$ cat src/rtl/seg7_scan_capture_if.sv
// Display-bus bundle for the 7-segment scan capture block.
// master: the side driving the scanned display bus and capture request.
// slave : the capture block, which returns the captured result and status.
interface seg7_scan_capture_if;
    logic [6:0]  seg_in;
    logic [3:0]  dig_sel;
    logic        capture;
    logic [15:0] value;
    logic        valid;
    logic        busy;
    logic        err;
    logic [3:0]  err_digit;
    logic        timeout;

    modport master (
        output seg_in, dig_sel, capture,
        input  value, valid, busy, err, err_digit, timeout
    );

    modport slave (
        input  seg_in, dig_sel, capture,
        output value, valid, busy, err, err_digit, timeout
    );
endinterface

$ cat src/rtl/seg7_scan_capture.sv
// Samples a multiplexed, active-low 7-segment hex display and reconstructs
// the four displayed hex digits into a 16-bit value. Each digit is accepted
// once it has been seen unchanged for STABLE_CYC consecutive one-hot samples;
// the scan aborts after TIMEOUT_CYC cycles if not all digits were seen.
module seg7_scan_capture #(
    parameter int STABLE_CYC  = 4,
    parameter int TIMEOUT_CYC = 1024
) (
    input  logic                clk,
    input  logic                resetn,
    seg7_scan_capture_if.slave  bus
);

    localparam int             TCW  = $clog2(TIMEOUT_CYC + 1);
    localparam logic [TCW-1:0] LAST = TCW'(TIMEOUT_CYC - 1);
    localparam logic [3:0]     STAB = 4'(STABLE_CYC);

    typedef enum logic [1:0] {IDLE, SCAN, DONE} state_t;

    state_t          state_q;
    logic [10:0]     prev_q;
    logic [3:0]      stab_q, stab_d;
    logic [TCW-1:0]  tcnt_q;
    logic [3:0]      mask_q, mask_d;
    logic [3:0]      errd_q, errd_d;
    logic [15:0]     shadow_q, shadow_d;
    logic [15:0]     value_q;
    logic            valid_q, err_q, timeout_q;
    logic [3:0]      err_digit_q;
    logic            onehot, accept;
    logic [4:0]      dec;

    // Reverse map of a segment pattern: {legal, nibble}; illegal gives 5'h00.
    function automatic logic [4:0] hex_decode(input logic [6:0] seg);
        case (seg)
            7'b1000000: return 5'h10;
            7'b1111001: return 5'h11;
            7'b0100100: return 5'h12;
            7'b0110000: return 5'h13;
            7'b0011001: return 5'h14;
            7'b0010010: return 5'h15;
            7'b0000010: return 5'h16;
            7'b1111000: return 5'h17;
            7'b0000000: return 5'h18;
            7'b0010000: return 5'h19;
            7'b0001000: return 5'h1A;
            7'b0000011: return 5'h1B;
            7'b1000110: return 5'h1C;
            7'b0100001: return 5'h1D;
            7'b0000110: return 5'h1E;
            7'b0001110: return 5'h1F;
            default:    return 5'h00;
        endcase
    endfunction

    // Sample qualification, stability counting and digit acceptance.
    always_comb begin
        onehot   = (bus.dig_sel != 4'd0) &&
                   ((bus.dig_sel & (bus.dig_sel - 4'd1)) == 4'd0);
        dec      = hex_decode(bus.seg_in);
        stab_d   = 4'd0;
        if (onehot) begin
            if ({bus.dig_sel, bus.seg_in} == prev_q)
                stab_d = (stab_q == 4'hF) ? 4'hF : stab_q + 4'd1;
            else
                stab_d = 4'd1;
        end
        // An already-captured digit is never re-sampled within a capture.
        accept   = onehot && (stab_d == STAB) && ((mask_q & bus.dig_sel) == 4'd0);
        mask_d   = mask_q | (accept ? bus.dig_sel : 4'd0);
        errd_d   = errd_q | ((accept && !dec[4]) ? bus.dig_sel : 4'd0);
        shadow_d = shadow_q;
        for (int i = 0; i < 4; i++) begin
            if (accept && bus.dig_sel[i])
                shadow_d[4*i +: 4] = dec[3:0];
        end
    end

    // Control FSM with registered result outputs.
    always_ff @(posedge clk or negedge resetn) begin
        if (!resetn) begin
            state_q     <= IDLE;
            prev_q      <= '0;
            stab_q      <= '0;
            tcnt_q      <= '0;
            mask_q      <= '0;
            errd_q      <= '0;
            shadow_q    <= '0;
            value_q     <= '0;
            valid_q     <= 1'b0;
            err_q       <= 1'b0;
            err_digit_q <= '0;
            timeout_q   <= 1'b0;
        end else begin
            prev_q <= {bus.dig_sel, bus.seg_in};
            case (state_q)
                IDLE, DONE: begin
                    if (bus.capture) begin
                        state_q     <= SCAN;
                        stab_q      <= '0;
                        tcnt_q      <= '0;
                        mask_q      <= '0;
                        errd_q      <= '0;
                        valid_q     <= 1'b0;
                        err_q       <= 1'b0;
                        err_digit_q <= '0;
                        timeout_q   <= 1'b0;
                    end
                end
                SCAN: begin
                    if (mask_q == 4'hF) begin
                        // Completion wins over a timeout landing on the same cycle.
                        state_q     <= DONE;
                        value_q     <= shadow_q;
                        err_digit_q <= errd_q;
                        err_q       <= |errd_q;
                        valid_q     <= (errd_q == 4'd0);
                    end else begin
                        stab_q   <= stab_d;
                        mask_q   <= mask_d;
                        errd_q   <= errd_d;
                        shadow_q <= shadow_d;
                        if (tcnt_q == LAST) begin
                            // A final digit landing on the last budget cycle
                            // still completes on the following cycle.
                            if (mask_d != 4'hF) begin
                                state_q   <= DONE;
                                timeout_q <= 1'b1;
                            end
                        end else begin
                            tcnt_q <= tcnt_q + 1'b1;
                        end
                    end
                end
                default: state_q <= IDLE;
            endcase
        end
    end

    assign bus.value     = value_q;
    assign bus.valid     = valid_q;
    assign bus.busy      = (state_q == SCAN);
    assign bus.err       = err_q;
    assign bus.err_digit = err_digit_q;
    assign bus.timeout   = timeout_q;

endmodule

$ cat src/flat_wrapper.sv
// flat-port wrapper written by rule: the top's interface ports become plain ports
module seg7_scan_capture_flat 
#(
    parameter int STABLE_CYC  = 4,
    parameter int TIMEOUT_CYC = 1024
)
  (clk, resetn, bus_seg_in, bus_dig_sel, bus_capture, bus_value, bus_valid, bus_busy, bus_err, bus_err_digit, bus_timeout);
  seg7_scan_capture_if bus_i ();
  input  logic clk;
  input  logic resetn;
  input wire logic [$bits(bus_i.seg_in)-1:0] bus_seg_in;
  input wire logic [$bits(bus_i.dig_sel)-1:0] bus_dig_sel;
  input wire logic [$bits(bus_i.capture)-1:0] bus_capture;
  output wire logic [$bits(bus_i.value)-1:0] bus_value;
  output wire logic [$bits(bus_i.valid)-1:0] bus_valid;
  output wire logic [$bits(bus_i.busy)-1:0] bus_busy;
  output wire logic [$bits(bus_i.err)-1:0] bus_err;
  output wire logic [$bits(bus_i.err_digit)-1:0] bus_err_digit;
  output wire logic [$bits(bus_i.timeout)-1:0] bus_timeout;
  assign bus_i.seg_in = bus_seg_in;
  assign bus_i.dig_sel = bus_dig_sel;
  assign bus_i.capture = bus_capture;
  assign bus_value = bus_i.value;
  assign bus_valid = bus_i.valid;
  assign bus_busy = bus_i.busy;
  assign bus_err = bus_i.err;
  assign bus_err_digit = bus_i.err_digit;
  assign bus_timeout = bus_i.timeout;
  seg7_scan_capture #(.STABLE_CYC(STABLE_CYC), .TIMEOUT_CYC(TIMEOUT_CYC)) u_core (.clk(clk), .resetn(resetn), .bus(bus_i));
endmodule
$ cat config.mk
export PLATFORM = sky130hd
export DESIGN_NAME = seg7_scan_capture_flat
export DESIGN_NICKNAME = d
export VERILOG_FILES = /design/src/rtl/seg7_scan_capture_if.sv /design/src/rtl/seg7_scan_capture.sv /design/src/flat_wrapper.sv
export SDC_FILE = /design/constraint.sdc
export NUM_CORES = 1
export LEC_CHECK = 0
export ABC_CLOCK_PERIOD_IN_PS = 4400
export BUFFER_PORTS_ARGS = -buffer_cell sky130_fd_sc_hd__buf_2
export CAP_MARGIN = 0
export CELL_PAD_IN_SITES_DETAIL_PLACEMENT = 0
export CELL_PAD_IN_SITES_GLOBAL_PLACEMENT = 2
export CORE_MARGIN = 4
export CORE_UTILIZATION = 42
export DETAILED_ROUTE_END_ITERATION = 16
export PLACE_DENSITY_LB_ADDON = 0.1
export SETUP_SLACK_MARGIN = 0.2
export SLEW_MARGIN = 30
export SYNTH_ARGS = -nofsm -noshare
export SYNTH_HDL_FRONTEND = slang
export SYNTH_SLANG_ARGS = --single-unit
$ cat constraint.sdc
create_clock -name clk -period 4.4 [get_ports clk]
set_input_delay 0 -clock clk [delete_from_list [all_inputs] [get_ports clk]]
set_output_delay 0 -clock clk [all_outputs]
set_load 0.005 [all_outputs]
Word level (Yosys, flattened, before mapping)

Cells that the tools add are included.
W data, S select, Z words.

Register bits: 75
Logic and storage cells: 115

Add/subtract/negate cells: 3
Eq/ne operators: 31
Muxes and demuxes: 33
Bitwise logic cells: 5
Reduce and logical (&&, ||, !) cells: 28

Operators by type and width:

| operator                | number |
|---|---|
| $pmux W5 S16            | 1 |
| $mux W4                 | 10 |
| $mux W11                | 3 |
| $pmux W4 S2             | 4 |
| $eq A7 B7 Y1 const B    | 4 |
| $pmux W11 S2            | 1 |
| $eq A7 B5 Y1 const B    | 3 |
| $eq A7 B6 Y1 const B    | 3 |
| $reduce_and A3 Y1       | 7 |
| $eq A7 B2 Y1 const B    | 2 |
| $eq A7 B4 Y1 const B    | 2 |
| $logic_not A4 Y1        | 3 |
| $add A11 B1 Y11 const B | 1 |
| $eq A11 B10 Y1 const B  | 1 |
| $eq A11 B11 Y1          | 1 |
| $and A4 B4 Y4           | 2 |
| $eq A4 B4 Y1 const B    | 2 |
| $logic_and A1 B1 Y1     | 8 |
| $mux W2                 | 4 |
| $or A4 B4 Y4            | 2 |
| $eq A7 B3 Y1 const B    | 1 |
| $logic_not A7 Y1        | 1 |
| $mux W1                 | 6 |
| $ne A2 B1 Y1 const B    | 3 |
| 20 further kinds        | 25 |

Depth between registers and ports, before layout

Depth after elaboration: 15
Depth in mapped cells: 8

Least setup slack after synthesis

No wires, ideal clock.

Path kind: register -> register
From: reg u_core.stab_q[0]
To: reg u_core.shadow_q[12]
Arrival time: 1.904 ns
Required time: 4.275 ns
Path slack: 2.371 ns
Cell stages (with the launch flop): 8
Clock period less this slack: 2.029 ns
Path through: dfrtp_1 -> ha_1 -> nand2b_1 -> mux2i_1 -> and4_1 -> and4_4 -> nand2_4 -> mux2_4

Cells in the longest elaborated chain, start to end: 9
Elaborated cells between the ends (all ways): 10
Those cells by class: add/sub: 1; eq/ne: 2; mux: 3; reduce/logical: 4

Ends and longest elaborated chain:

| what                                          | line                     | text |
|---|---|---|
| start, declared                               | seg7_scan_capture.sv:22  | `logic [3:0] stab_q, stab_d;` |
| start signal, assigned                        | seg7_scan_capture.sv:119 | `stab_q <= stab_d;` |
| $add A4 B1 Y4 or $eq A4 B4 Y1 (tied branches) | seg7_scan_capture.sv:64  | `stab_d = (stab_q == 4'hF) ? 4'hF : stab_q + 4'd1;` |
| $mux W4 (*)                                   | seg7_scan_capture.sv:64  |  |
| $mux W4 (*)                                   | seg7_scan_capture.sv:63  | `if ({bus.dig_sel, bus.seg_in} == prev_q)` |
| $mux W4 (*)                                   | seg7_scan_capture.sv:62  | `if (onehot) begin` |
| $eq A4 B3 Y1 (*)                              | seg7_scan_capture.sv:69  | `accept = onehot && (stab_d == STAB) && ((mask_q & bus.dig_sel) == 4'd0);` |
| $logic_and A1 B1 Y1 (*) (2 in a row)          | seg7_scan_capture.sv:69  |  |
| $logic_and A1 B1 Y1 (*)                       | seg7_scan_capture.sv:74  | `if (accept && bus.dig_sel[i])` |
| $reduce_and A3 Y1 (no source line) (*)        | n/a                      |  |
| end signal, assigned                          | seg7_scan_capture.sv:122 | `shadow_q <= shadow_d;` |
| end, declared                                 | seg7_scan_capture.sv:26  | `logic [15:0] shadow_q, shadow_d;` |

Mark *: on every way between the ends. The rest lies on a longest branch, timed or not.
A chain may end at the register's enable or synchronous reset.

Worst setup path after layout

From: in bus_seg_in[3]
To: reg u_core.shadow_q[15]

Cells in the longest elaborated chain, start to end: 8
Elaborated cells between the ends (all ways): 25
Those cells by class: eq/ne: 17; mux: 3; reduce/logical: 5

Ends and longest elaborated chain:

| what                               | line                    | text |
|---|---|---|
| start, declared                    | flat_wrapper.sv:11      | `input wire logic [$bits(bus_i.seg_in)-1:0] bus_seg_in;` |
| $eq A11 B11 Y1                     | seg7_scan_capture.sv:63 |  |
| $mux W4                            | seg7_scan_capture.sv:63 |  |
| $mux W4                            | seg7_scan_capture.sv:62 |  |
| $eq A4 B3 Y1                       | seg7_scan_capture.sv:69 |  |
| $logic_and A1 B1 Y1 (2 in a row)   | seg7_scan_capture.sv:69 |  |
| $logic_and A1 B1 Y1                | seg7_scan_capture.sv:74 |  |
| $reduce_and A3 Y1 (no source line) | n/a                     |  |

Parallel ways exist; a longest one is shown, timed or not.

==> results.ini <==
[critical_path]
critPathBufInv=2
cpMaxStageDelayCell=dlygate4sd3_1
cp.arrival_ps=2460
critPathTopFamily=simple AND/OR/NAND/NOR gates
max_stage_delay_ps=530
crit_chain=dlygate4sd3_1 -> buf_2 -> xnor2_1 -> nand4_1 -> nor4_4 -> and4_4 -> nand2_4 -> mux2_4
endpoint_kind=register
worstSetupStartpointType=input port
critPathRequiredTime_ps=4630
path_max_fanout=19
critical_path_class=input port to register

[status]
status=completed

[logic_synthesis]
yosys_register_bits=75
synth_area_um2=3660
synth.yosys.seq_area_share=0.513
syn-instance-count=327
ys.flop_type=dfrtp_1
async_flop_share=1.00
syn_area_per_cell_um2=11.2
synth_edf_count=0
synth_nets=343
yosysWarnings=0
synth_cell_type_count=49

[run]
drv_cap=0

[global_route]
grt_max_degree=76
overflow=0
grt_pass1_wl_um=13200
antenna_found_initial=0
busiest_layer=met2
grtUsageMet2=0.260
use_met1=0.226
grtUsageMet3=0.0275
grtUsageTotal=0.164
grt_pass1_vias=2601

[drt]
drcViolationCount=0
via_per_inst=5.43
firstDrtPassIters=4
drtIter0Drc=127
routed_wl_um=7800
wire_per_inst_um=16.2
antenna_left=0
dr_total_vias=2610

[place]
gp_congestion=0.749
port_buffers=37
dp_cells=453
dp_hpwl_um=5220

[power]
leakage_nw=2.01
power.share.sequential=0.504
powerDensity_nw_per_um2=360
switchingPower_w=0.000405
intPower_w=0.00112
clock_power_share=0.378
swShare=0.265
p_comb_frac=0.119
ir_drop_mv=0.156

[sta]
fin_crit_ps=2240
post-route-period-util=0.509
finalMaxSlewViolations=0
rsz0062_at_grt=no
skew_ps=9.44
slew_headroom=0.531
setup_viol=0
setup_tns_ps=0
finalHoldViolCount=0
fmax_mhz=447
tightest_slew_ps=701

[floorplanning]
num_io_pins=38
start_util=0.439
die_area_um2=10300
std_cell_rows=33
core_um2=8340
die_w_um=101
fp.dieH_um=101

[hold_path]
hp-class=input port to async pin

[final_layout]
area_delta_synth_final_pct=16.0
nNetsFinal=388
layout.cells.most_common=dfrtp_1
multiInputGateArea_um2=1670
layout_common_cells=dfrtp_1 (75), nand2_1 (38), buf_2 (36), nor2_1 (22)
fin_cells=481
num_antenna_cells=0
fillers=767
seq_area_um2=1880
drive_gt1_frac=0.255

[clocking]
cts_made_buffers=9
cts_tree=built
clkTransAtPathRegs_ps=80
clockBufferDepth=2
cts_resized=0
htreeDepth=3
ctsRootBufferMaster=clkbuf_8
insertion_delay_ps=350
cts.sinks=75

==> routing by layer <==
metal  vias up  routed length, um
met5         -                  0
met4         0                119
met3        10                330
met2        66               3700
met1      1275               3650
li1       1259                  -
==> power groups by stage <==
stage / Sequential, W / Combinational, W / Clock [W]
3_3_place_gp: 0.000784 / 0.000173 / 0
5_1_grt: 0.000779 / 0.000211 / 0.000624
4_1_cts: 0.000771 / 0.000185 / 0.000598
6_report: 0.000771 / 0.000181 / 0.000578
2_1_floorplan: 0.000777 / 0.000123 / 0
3_5_place_dp: 0.000785 / 0.000174 / 0
==> cells in the mapped netlist, drive strengths merged (2+ instances only) <==
cell type | number | area (um^2)
o32ai | 2 | 17.5
o21a | 2 | 15.0
nor3b | 2 | 15.0
inv | 6 | 22.5
nor4 | 7 | 71.3
mux2 | 32 | 420
or2 | 2 | 12.5
xnor2 | 13 | 114
a32oi | 3 | 26.3
a31oi | 2 | 12.5
nand4 | 6 | 37.5
clkbuf | 7 | 26.3
a21oi | 10 | 50.1
nor2b | 4 | 25.0
nor2 | 22 | 82.6
dfrtp | 75 | 1880
and3 | 3 | 18.8
o31ai | 3 | 22.5
mux2i | 4 | 40.0
nor3 | 3 | 15.0
ha | 2 | 25.0
nand3 | 10 | 50.1
xor2 | 7 | 61.3
a41oi | 9 | 78.8
nand2 | 42 | 188
and4 | 3 | 28.8
or3 | 2 | 12.5
nor4bb | 3 | 30.0
buf | 11 | 73.8
a22oi | 2 | 15.0
o22ai | 3 | 18.8
o21ai | 14 | 70.1
nand2b | 5 | 31.3
==> through the flow <==
| stage | utilization | total power, W | setup slack, ps | hold WS (ps) | area (um^2) |
|---|---|---|---|---|---|
| floorplan | - | 0.000900 | 2370 | -296 | 3660 |
| global placement | 0.467 | 0.000957 | 2230 | 202 | 3900 |
| detailed placement | 0.467 | 0.000959 | 2200 | 217 | 3900 |
| CTS | 0.509 | 0.00155 | 2170 | 384 | 4240 |
| global route | 0.509 | 0.00161 | 2020 | 288 | 4250 |
| finish | 0.509 | 0.00153 | 2160 | 231 | 4250 |
==> registers in the layout, summed over array words and instances, names as in the netlist <==
name,count
u_core.state_q,2
u_core.bus.err_digit,4
u_core.mask_q,4
u_core.bus.timeout,1
u_core.bus.err,1
u_core.stab_q,4
u_core.bus.valid,1
u_core.tcnt_q,11
u_core.prev_q,11
u_core.bus.value,16
u_core.shadow_q,16
u_core.errd_q,4
==> logic make-up (layout without fill, tap and decap cells) <==
logic type               Yosys count  count (layout)  synth area share
adder cells (fa/ha/maj)            2               2           0.00684
AND/OR/NAND/NOR                  117             117             0.175
XOR/XNOR                          20              20            0.0479
flip-flops                        75              75             0.513
multiplexers                      36              36             0.126
AO/OA/AOI/OAI                     53              53            0.0981
buffers and inverters             24              73            0.0335
==> path summary, 6_finish.rpt <==
check	slack [ps]	to	cells past startpoint	from
setup / recovery	2160	u_core.shadow_q[15]$_DFFE_PN0P_	8	bus_seg_in[3]
hold / removal	230	u_core.prev_q[0]$_DFF_PN0_	2	resetn
setup reg to reg	2170	u_core.shadow_q[15]$_DFFE_PN0P_	7	u_core.stab_q[0]$_DFFE_PN0P_
hold reg to reg	490	u_core.bus.timeout$_DFFE_PN0P_	2	u_core.bus.timeout$_DFFE_PN0P_
max in group asynchronous	3670	u_core.shadow_q[1]$_DFFE_PN0P_	2	resetn
min in group clk	450	u_core.prev_q[0]$_DFF_PN0_	2	bus_seg_in[0]
==> area by class of cell <==
type / instances / area share
sequential: 75 / 0.442
multi-input combinational: 228 / 0.392
timing repair buffer: 52 / 0.0793
tap: 105 / 0.0309
clock buffer: 9 / 0.0292
clock inverter: 6 / 0.0212
inverter: 6 / 0.00530
==> worst register-to-register path: stages, from the launching register on <==
cell and delay, ps:
dfrtp_1 420, ha_1 290, nand2b_1 170, mux2i_1 160, and4_1 310, and4_4 340, nand2_4 100, mux2_4 320
==> repair_timing <==
| action | in CTS | in global routing |
|---|---|---|
| hold buffers | 13 | 0 |
| buffers inserted | 0 | 0 |
| hold endpoints to repair | 87 | 0 |
Note: power is estimated with default switching activity, not from simulation.
